File: src/rtl/my_pipe_adder_pkg.sv
// my_pipe_adder_pkg
//  Shared definitions for the pipelined add/subtract unit.
//  - mode_e       : operation select (MODE_ADD = 0, MODE_SUB = 1)
//  - chunk_width(): bits handled per pipeline stage (WIDTH / STAGES)
package my_pipe_adder_pkg;

    typedef enum logic {
        MODE_ADD = 1'b0,
        MODE_SUB = 1'b1
    } mode_e;

    // WIDTH must be an exact multiple of STAGES; the remainder is not handled.
    function automatic int chunk_width(input int width, input int stages);
        return width / stages;
    endfunction

endpackage

File: src/rtl/my_pipe_adder_if.sv
// my_pipe_adder_if
//  Operand and result handshake bundle for my_pipe_adder.
//  Ports (all WIDTH-bit buses unless noted):
//    in_valid/in_ready (1)  operand beat handshake
//    in_a, in_b             operands
//    in_cin (1)             carry-in, add mode only
//    in_sub (1)             0 = A+B+cin, 1 = A-B
//    out_valid/out_ready(1) result beat handshake
//    out_sum                result
//    out_cout (1)           carry out of MSB (sub: 1 = no borrow)
//    out_ovf (1)            signed overflow
//    out_zero (1)           out_sum == 0
//  Modports: master = producer/consumer side, slave = the adder.
interface my_pipe_adder_if #(
    parameter int WIDTH = 16
);
    logic             in_valid;
    logic             in_ready;
    logic [WIDTH-1:0] in_a;
    logic [WIDTH-1:0] in_b;
    logic             in_cin;
    logic             in_sub;
    logic             out_valid;
    logic             out_ready;
    logic [WIDTH-1:0] out_sum;
    logic             out_cout;
    logic             out_ovf;
    logic             out_zero;

    modport master (
        output in_valid, in_a, in_b, in_cin, in_sub, out_ready,
        input  in_ready, out_valid, out_sum, out_cout, out_ovf, out_zero
    );

    modport slave (
        input  in_valid, in_a, in_b, in_cin, in_sub, out_ready,
        output in_ready, out_valid, out_sum, out_cout, out_ovf, out_zero
    );
endinterface

File: src/rtl/my_pipe_adder_chunk.sv
// my_pipe_adder_chunk
//  Combinational CHUNK-bit ripple-carry adder made of per-bit full adders.
//  Ports:
//    i_a, i_b  (CHUNK)  chunk operands
//    i_cin     (1)      carry into bit 0
//    o_sum     (CHUNK)  chunk sum
//    o_cout    (1)      carry out of the top bit
module my_pipe_adder_chunk #(
    parameter int CHUNK = 4
) (
    input  logic [CHUNK-1:0] i_a,
    input  logic [CHUNK-1:0] i_b,
    input  logic             i_cin,
    output logic [CHUNK-1:0] o_sum,
    output logic             o_cout
);
    logic w_carry;

    always_comb begin
        w_carry = i_cin;
        o_sum   = '0;
        for (int i = 0; i < CHUNK; i++) begin
            o_sum[i] = i_a[i] ^ i_b[i] ^ w_carry;
            w_carry  = (i_a[i] & i_b[i]) | (w_carry & (i_a[i] ^ i_b[i]));
        end
        o_cout = w_carry;
    end
endmodule

File: src/rtl/my_pipe_adder.sv
// my_pipe_adder
//  Pipelined add/subtract unit. A WIDTH-bit add is split into STAGES chunks of
//  CHUNK = WIDTH/STAGES bits; stage k adds chunk k using the carry registered by
//  stage k-1. Latency STAGES cycles, throughput one beat per cycle. Empty stages
//  are filled from behind (bubbles collapse) and a stalled output only holds
//  the stages that are actually blocked.
//  Ports:
//    clk    (1)  rising-edge clock
//    reset  (1)  asynchronous active-high reset, clears every stage
//    bus         my_pipe_adder_if.slave handshake/data bundle
module my_pipe_adder
    import my_pipe_adder_pkg::*;
#(
    parameter int WIDTH  = 16,
    parameter int STAGES = 4
) (
    input  logic                 clk,
    input  logic                 reset,
    my_pipe_adder_if.slave       bus
);
    localparam int CHUNK = chunk_width(WIDTH, STAGES);
    localparam int MSB   = WIDTH - 1;

    // Values presented to stage k (index 0 comes straight from the input port).
    logic [WIDTH-1:0]  w_a   [STAGES];
    logic [WIDTH-1:0]  w_b   [STAGES];   // already inverted in sub mode
    logic [WIDTH-1:0]  w_s   [STAGES];   // low chunks finished so far
    logic [STAGES-1:0] w_cin;
    logic [STAGES-1:0] w_vin;
    logic [STAGES-1:0] w_valid;
    logic [STAGES-1:0] w_load;
    mode_e             w_mode;

    assign w_mode   = bus.in_sub ? MODE_SUB : MODE_ADD;
    assign w_a[0]   = bus.in_a;
    assign w_b[0]   = (w_mode == MODE_SUB) ? ~bus.in_b : bus.in_b;
    assign w_s[0]   = '0;
    assign w_cin[0] = (w_mode == MODE_SUB) ? 1'b1 : bus.in_cin;
    assign w_vin[0] = bus.in_valid;

    // A stage register may load when it is empty or its content moves on.
    // Evaluated from the output backwards in one block so the chain stays a
    // simple ordered computation.
    always_comb begin
        w_load = '0;
        w_load[STAGES-1] = ~w_valid[STAGES-1] | bus.out_ready;
        for (int k = STAGES - 2; k >= 0; k--) begin
            w_load[k] = ~w_valid[k] | w_load[k+1];
        end
    end

    assign bus.in_ready = w_load[0];

    genvar gi;
    generate
        for (gi = 0; gi < STAGES; gi++) begin : g_stage
            logic [CHUNK-1:0] w_chunk_sum;
            logic             w_chunk_cout;
            logic [WIDTH-1:0] w_s_next;

            my_pipe_adder_chunk #(
                .CHUNK (CHUNK)
            ) u_chunk (
                .i_a    (w_a[gi][gi*CHUNK +: CHUNK]),
                .i_b    (w_b[gi][gi*CHUNK +: CHUNK]),
                .i_cin  (w_cin[gi]),
                .o_sum  (w_chunk_sum),
                .o_cout (w_chunk_cout)
            );

            always_comb begin
                w_s_next = w_s[gi];
                w_s_next[gi*CHUNK +: CHUNK] = w_chunk_sum;
            end

            if (gi < STAGES - 1) begin : g_mid
                logic             r_valid;
                logic [WIDTH-1:0] r_a;
                logic [WIDTH-1:0] r_b;
                logic [WIDTH-1:0] r_s;
                logic             r_c;

                always_ff @(posedge clk or posedge reset) begin
                    if (reset) begin
                        r_valid <= 1'b0;
                        r_a     <= '0;
                        r_b     <= '0;
                        r_s     <= '0;
                        r_c     <= 1'b0;
                    end else if (w_load[gi]) begin
                        r_valid <= w_vin[gi];
                        r_a     <= w_a[gi];
                        r_b     <= w_b[gi];
                        r_s     <= w_s_next;
                        r_c     <= w_chunk_cout;
                    end
                end

                assign w_valid[gi]   = r_valid;
                assign w_vin[gi+1]   = r_valid;
                assign w_a[gi+1]     = r_a;
                assign w_b[gi+1]     = r_b;
                assign w_s[gi+1]     = r_s;
                assign w_cin[gi+1]   = r_c;
            end else begin : g_last
                // Output register: flags are registered here rather than
                // decoded from out_sum, so reset clears them independently.
                logic             r_valid;
                logic [WIDTH-1:0] r_s;
                logic             r_cout;
                logic             r_ovf;
                logic             r_zero;

                always_ff @(posedge clk or posedge reset) begin
                    if (reset) begin
                        r_valid <= 1'b0;
                        r_s     <= '0;
                        r_cout  <= 1'b0;
                        r_ovf   <= 1'b0;
                        r_zero  <= 1'b0;
                    end else if (w_load[gi]) begin
                        r_valid <= w_vin[gi];
                        r_s     <= w_s_next;
                        r_cout  <= w_chunk_cout;
                        r_ovf   <= (w_a[gi][MSB] == w_b[gi][MSB]) &&
                                   (w_s_next[MSB] != w_a[gi][MSB]);
                        r_zero  <= (w_s_next == '0);
                    end
                end

                assign w_valid[gi]   = r_valid;
                assign bus.out_valid = r_valid;
                assign bus.out_sum   = r_s;
                assign bus.out_cout  = r_cout;
                assign bus.out_ovf   = r_ovf;
                assign bus.out_zero  = r_zero;
            end
        end
    endgenerate
endmodule

File: src/flat_wrapper.sv
// flat-port wrapper written by rule: the top's interface ports become plain ports
module my_pipe_adder_flat import my_pipe_adder_pkg::*;
#(
    parameter int WIDTH  = 16,
    parameter int STAGES = 4
)
  (clk, reset, bus_in_valid, bus_in_a, bus_in_b, bus_in_cin, bus_in_sub, bus_out_ready, bus_in_ready, bus_out_valid, bus_out_sum, bus_out_cout, bus_out_ovf, bus_out_zero);
  my_pipe_adder_if #(.WIDTH(WIDTH)) bus_i ();
  input  logic clk;
  input  logic reset;
  input wire logic [$bits(bus_i.in_valid)-1:0] bus_in_valid;
  input wire logic [$bits(bus_i.in_a)-1:0] bus_in_a;
  input wire logic [$bits(bus_i.in_b)-1:0] bus_in_b;
  input wire logic [$bits(bus_i.in_cin)-1:0] bus_in_cin;
  input wire logic [$bits(bus_i.in_sub)-1:0] bus_in_sub;
  input wire logic [$bits(bus_i.out_ready)-1:0] bus_out_ready;
  output wire logic [$bits(bus_i.in_ready)-1:0] bus_in_ready;
  output wire logic [$bits(bus_i.out_valid)-1:0] bus_out_valid;
  output wire logic [$bits(bus_i.out_sum)-1:0] bus_out_sum;
  output wire logic [$bits(bus_i.out_cout)-1:0] bus_out_cout;
  output wire logic [$bits(bus_i.out_ovf)-1:0] bus_out_ovf;
  output wire logic [$bits(bus_i.out_zero)-1:0] bus_out_zero;
  assign bus_i.in_valid = bus_in_valid;
  assign bus_i.in_a = bus_in_a;
  assign bus_i.in_b = bus_in_b;
  assign bus_i.in_cin = bus_in_cin;
  assign bus_i.in_sub = bus_in_sub;
  assign bus_i.out_ready = bus_out_ready;
  assign bus_in_ready = bus_i.in_ready;
  assign bus_out_valid = bus_i.out_valid;
  assign bus_out_sum = bus_i.out_sum;
  assign bus_out_cout = bus_i.out_cout;
  assign bus_out_ovf = bus_i.out_ovf;
  assign bus_out_zero = bus_i.out_zero;
  my_pipe_adder #(.WIDTH(WIDTH), .STAGES(STAGES)) u_core (.clk(clk), .reset(reset), .bus(bus_i));
endmodule
File: config.mk
export PLATFORM = sky130hd
export DESIGN_NAME = my_pipe_adder_flat
export DESIGN_NICKNAME = d
export VERILOG_FILES = /design/src/rtl/my_pipe_adder_pkg.sv /design/src/rtl/my_pipe_adder_if.sv /design/src/rtl/my_pipe_adder_chunk.sv /design/src/rtl/my_pipe_adder.sv /design/src/flat_wrapper.sv
export SDC_FILE = /design/constraint.sdc
export NUM_CORES = 1
export LEC_CHECK = 0
export BUFFER_PORTS_ARGS = -buffer_cell sky130_fd_sc_hd__buf_2
export CORE_ASPECT_RATIO = 0.9
export CORE_MARGIN = 2
export CORE_UTILIZATION = 43
export DETAILED_ROUTE_END_ITERATION = 10
export GPL_ROUTABILITY_DRIVEN = 0
export HOLD_SLACK_MARGIN = 0.02
export PLACE_DENSITY_LB_ADDON = 0.05
export SLEW_MARGIN = 20
export SYNTH_ARGS = -nofsm -noshare
export SYNTH_HDL_FRONTEND = slang
export SYNTH_SLANG_ARGS = --single-unit
export TNS_END_PERCENT = 100
File: constraint.sdc
create_clock -name clk -period 4.6 [get_ports clk]
set_input_delay 0.46 -clock clk [delete_from_list [all_inputs] [get_ports clk]]
set_output_delay 0.46 -clock clk [all_outputs]
set_load 0.01 [all_outputs]
Yosys cells after proc, flatten, opt, wreduce, memory -nomap -nowiden
Cells that the tools add are included.

word-level totals
  bits in registers = 146
  memory bits (writable) = 0
  output and inout bits = 21
  memories = 0
  bits of input ports = 38
  latch bits = 0
  word-level logic and storage cells = 116
  ROM bits = 0

cells by class
  divide/modulo/power cells = 0
  add/sub/neg operators = 0
  eq/ne operators = 2
  shift operators = 0
  magnitude comparators = 0
  mux-type cells = 3
  reduce and logical (&&, ||, !) cells = 2
  bitwise logic cells = 89
  $mul = 0

operators by type and width
  cell                 count
  $and A1 B1 Y1        32
  $xor A1 B1 Y1        32
  $or A1 B1 Y1         20
  $logic_not A16 Y1    1
  $mux W16             1
  $not A16 Y16         1
  $not A1 Y1           4
  $mux W1              2
  $eq A1 B1 Y1         1
  $logic_and A1 B1 Y1  1
  $ne A1 B1 Y1         1

Longest topological paths before layout
  depth after elaboration = 11
  gate-level depth with buffers = 11
  depth with buffers taken out = 10

Cells and area by module
From an unflattened synthesis, not the netlist that was laid out.

second synthesis, totals
  cell total of the unflattened synthesis = 347
  area, all modules = 4332.9 µm²

modules (own cells, without submodules)
  module               sequential area each (µm²)  times used  cells an instance  area each (µm²)
  my_pipe_adder        2452.4                      1           291                3862.5
  my_pipe_adder_chunk  0.0                         4           14                 117.6

Worst setup path before layout
OpenSTA, ideal clock, no wires.

  path kind = in2reg
  from = input bus_in_sub
  to = register u_core.g_stage[0].g_mid.r_s[3]
  buffers on the path = 2
  stages on the path = 11
  setup slack = 1736 ps
  arrival = 2740 ps
  setup time = 125 ps
  data required time = 4475 ps
  path through = buf_2 buf_2 xnor2_1 fa_1 inv_1 fa_1 inv_1 fa_1 inv_1 fa_1 mux2_2

between the ends
  longest elaborated chain between the ends = 10
  elaborated cells on any way between the ends = 17
  those cells by class = mux: 3; bitwise: 14

RTL lines
  item                                    line                       text
  start, declared                         flat_wrapper.sv:15         input wire logic [$bits(bus_i.in_sub)-1:0] bus_in_sub;
  $mux W1 (*)                             my_pipe_adder.sv:34        assign w_mode = bus.in_sub ? MODE_SUB : MODE_ADD;
  $mux W16                                my_pipe_adder.sv:36        assign w_b[0] = (w_mode == MODE_SUB) ? ~bus.in_b : bus.in_b;
  $xor A1 B1 Y1                           my_pipe_adder_chunk.sv:24  w_carry = (i_a[i] & i_b[i]) | (w_carry & (i_a[i] ^ i_b[i]));
  $and A1 B1 Y1                           my_pipe_adder_chunk.sv:24
  $or A1 B1 Y1                            my_pipe_adder_chunk.sv:24
  $and A1 B1 Y1                           my_pipe_adder_chunk.sv:24
  $or A1 B1 Y1                            my_pipe_adder_chunk.sv:24
  $and A1 B1 Y1                           my_pipe_adder_chunk.sv:24
  $or A1 B1 Y1                            my_pipe_adder_chunk.sv:24
  $xor A1 B1 Y1 (*)                       my_pipe_adder_chunk.sv:23  o_sum[i] = i_a[i] ^ i_b[i] ^ w_carry;
  via u_core.g_stage[0].u_chunk.o_sum[3]  my_pipe_adder_chunk.sv:14  output logic [CHUNK-1:0] o_sum,
  end signal, assigned                    my_pipe_adder.sv:94        r_s <= w_s_next;
  end, declared                           my_pipe_adder.sv:80        logic [WIDTH-1:0] r_s;

Mark *: on every way through the listed nets, which the timed path passes. The rest lies on a longest branch.
A chain may end at the register's enable or synchronous reset.

Final worst setup path
  from = register u_core.g_stage[3].g_last.r_valid, in the netlist u_core.bus.out_valid
  to = output bus_in_ready

between the ends
  longest elaborated chain between the ends = 5

RTL lines
  item                        line                  text
  start, declared             my_pipe_adder.sv:108  logic r_valid;
  start signal, assigned      my_pipe_adder.sv:122  r_valid <= w_vin[gi];
  $not A1 Y1                  my_pipe_adder.sv:46   w_load[STAGES-1] = ~w_valid[STAGES-1] | bus.out_ready;
  $or A1 B1 Y1                my_pipe_adder.sv:46
  $or A1 B1 Y1 (3 in series)  my_pipe_adder.sv:48   w_load[k] = ~w_valid[k] | w_load[k+1];
  end, declared               flat_wrapper.sv:17    output wire logic [$bits(bus_i.in_ready)-1:0] bus_in_ready;

No other way between the ends.

==> out/qor.csv <==
stage,metric,value,unit
cells_and_area,Layout Nets,466,
cts,# H-tree levels,3,
floorplan,Die W,109,um
cts,setup bufs post-CTS,0,
global_routing,number of global-route vias before repair,2675,
placed_design,Final HPWL DP,5264,um
detailed_routing,routed vias,2563,
cells_and_area,final core occ,0.5066,
floorplan,Die Span Y,98.50,um
cts,"Clk Latency, worst-skew pair",350,ps
floorplan,die area,10740,um^2
logic_synthesis,Synth cell types,30,
sta,Final period util,0.6081,
critical_path,WS Path Type,reg -> out,
global_routing,total gr overflow,0,
critical_path,Crit Path Max Fanout,33,
cts,clock buffer count from CTS,9,
power,PD cells,522.6,nW/um^2
critical_path,"Critical Path, Cell by Cell",and4b_1 -> buf_4 -> and2_1 -> inv_4 -> buf_2,
floorplan,Initial Utilization,0.4418,
sta,unrepaired setup endpoints after global routing,no,
logic_synthesis,Synth warnings,0,
sta,Fmax achieved,357.5,MHz
sta,worst hold slack,209.3,ps
sta,Final Critical Period,2797,ps
placed_design,placed standard-cell area,4658,um^2
detailed_routing,drt first pass iters,4,
detailed_routing,DRT iter0 DRCs,78,
logic_synthesis,Mapped Area,4267,um^2
cells_and_area,ANT cells,0,
job,max-cap check violation count,0,
logic_synthesis,Synth Instances,357,
global_routing,largest net degree at the start of global routing,59,
cts,post-cts resize count,0,
global_routing,initial antenna violation count,0,
sta,Final Hold Viols,0,
critical_path,slowest CP cell,and2_1,
cts,"Clk pin slew, worst setup/hold paths",90,ps
critical_path,WP data required,4140,ps
critical_path,Worst EP arrival,2340,ps
power,Leak,2.323,nW
global_routing,total track usage,0.1594,
sta,Final Skew,9.219,ps
cts,CTS tree,yes,
detailed_routing,DRC,0,
power,Flop pwr share,0.496,
status,run status,completed,
cts,clock root buffer,clkbuf_8,
power,sw frac,0.2978,
cts,Max Buffers Root-to-Sink,2,
power,Net Sw Power,0.7613,mW
logic_synthesis,Synth Register Bits,98,
cells_and_area,Area Overhead vs Synth,14.66,%
sta,setup violators final,0,
floorplan,# IOs,59,
floorplan,core area,9657,um^2
cells_and_area,share of layout cells above drive strength 1,0.2885,
detailed_routing,Routed WL per cell,13.99,um
global_routing,first-pass GRT wire length,13380,um
logic_synthesis,syn nets,412,
logic_synthesis,"Seq/Total Area, Yosys",0.5748,
detailed_routing,routed vias/inst,4.729,
power,combinational fraction of design power,0.250,
detailed_routing,antenna-violating nets left,0,
placed_design,I/O Buffers,58,
critical_path,crit path capture type,primary output,
power,Pint,1.795,mW
cells_and_area,design area,4892,um^2
sta,Rel. slew slack,0.3624,
power,worst vdd ir,0.2129,mV
detailed_routing,total wire length,7580,um
floorplan,# rows,34,
cts,hold_buf cts,0,
cts,clk sinks,98,
critical_path,crit start category,flop,
sta,worst slew pin tran,956.5,ps
critical_path,Slowest Stage Delay on Critical Path,560,ps
worst_hold_path,Hold Crit Class,in -> async,
sta,setup TNS,0,ps
logic_synthesis,syn_area_per_cell,11.95,um^2
power,Clk network pwr share,0.254,
sta,max-slew violation count,0,
## critical path: cells and delay by family (launching register included)
| family | cells | cell delay, ps |
|---|---|---|
| and+or+nand+nor | 2 | 770 |
| buffers and inverters | 3 | 750 |
| DFF | 1 | 440 |
## cells by family (layout without fill, tap and decap cells)
kind of cell             count (synthesis)  in the layout  synth area share
AND/OR/NAND/NOR                        100            100            0.1032
flip-flops                              98             98            0.5748
buffers and inverters                   48            107           0.04692
multiplexers                            44             44            0.1229
AO/OA/AOI/OAI                           33             33           0.03930
adder cells (fa/ha/maj)                 17             17           0.07801
XOR/XNOR                                17             17           0.03490
## cells in the mapped netlist, drive strengths merged
library cell / count / area [um^2]
nand3: 14 / 70.07
nand2b: 5 / 31.28
nor4b: 2 / 17.52
inv: 29 / 111.4
xnor2: 14 / 122.6
nor2: 10 / 37.54
mux2: 43 / 514.3
dfrtp: 98 / 2452
a21oi: 9 / 45.04
buf: 7 / 43.79
o21a: 1 / 7.510
fa: 16 / 320.3
nor4: 2 / 12.51
nand4: 1 / 6.260
nand2: 62 / 232.7
and4b: 1 / 10.01
o21ai: 23 / 115.1
ha: 1 / 12.51
mux2i: 1 / 10.01
nand4b: 1 / 8.760
nand3b: 1 / 7.510
xor2: 3 / 26.28
and2: 1 / 6.260
clkbuf: 12 / 45.04
## registers in the layout, indices dropped and copies added, names as in the netlist
name / flops
u_core.g_stage.g_mid.r_b: 24
u_core.bus.out_cout: 1
u_core.bus.out_sum: 16
u_core.g_stage.g_mid.r_a: 24
u_core.bus.out_ovf: 1
u_core.g_stage.g_mid.r_valid: 3
u_core.bus.out_valid: 1
u_core.g_stage.g_mid.r_c: 3
u_core.bus.out_zero: 1
u_core.g_stage.g_mid.r_s: 24
## power by group through the flow
stage	Sequential, mW	Combinational, mW	Clock (mW)
2_1_floorplan	1.28	0.417	0
3_3_place_gp	1.28	0.645	0
3_5_place_dp	1.29	0.656	0
4_1_cts	1.27	0.658	0.670
5_1_grt	1.31	0.744	0.702
6_report	1.27	0.640	0.648
## stage by stage
step                      setup WS, ps  power [mW]  cells
after floorplan                   1578       1.695    357
after global placement            1755       1.927    526
after detailed placement          1663       1.947    526
after CTS                         1762       2.601    542
after global routing              1626       2.753    542
final                             1803       2.556    542
## layout by cell type, fill, tap and decap left out, drive strengths merged, types with 3 or more instances in the layout
cell and count:
xor2 3, clkbuf 11, dfrtp 98, mux2 43, buf 62, a21oi 9
nand2 62, nor2 10, o21ai 23, fa 16, xnor2 14, bufinv 3
nand3 14, nand2b 5, inv 29
## layout make-up
type	instances	area [um^2]
Clock inverter	5	102.6
Timing Repair Buffer	62	320.3
Inverter	29	113.9
Tap cell	126	157.7
Sequential cell	98	2452
Fill cell	913	4765
Clock buffer	11	131.4
Multi-Input combinational cell	211	1614
## path summary, 6_finish.rpt
path	startpoint	endpoint	slack, ps	cells past startpoint
worst max-delay path	u_core.bus.out_valid	bus_in_ready	1800	5
min in group clk	bus_in_valid	u_core.g_stage[0].g_mid.r_valid	300	2
worst min register to register	u_core.g_stage[1].g_mid.r_a[13]	u_core.g_stage[1].g_mid.r_a[13]	470	2
worst min-delay path	reset	u_core.bus.out_sum[9]	210	2
max in group asynchronous	reset	u_core.g_stage[1].g_mid.r_s[2]	3370	3
worst max register to register	u_core.g_stage[2].g_mid.r_c	u_core.bus.out_ovf	1990	10
## metal layers
metal | vias up | track usage | routed length [um]
met1 | 1253 | 0.2463 | 3895
met4 | 0 | 0.04734 | 90
met5 | - | 0 | 0
met2 | 48 | 0.2236 | 3274
met3 | 7 | 0.03704 | 319
li1 | 1255 | - | -
(Power assumes the default switching activity.)
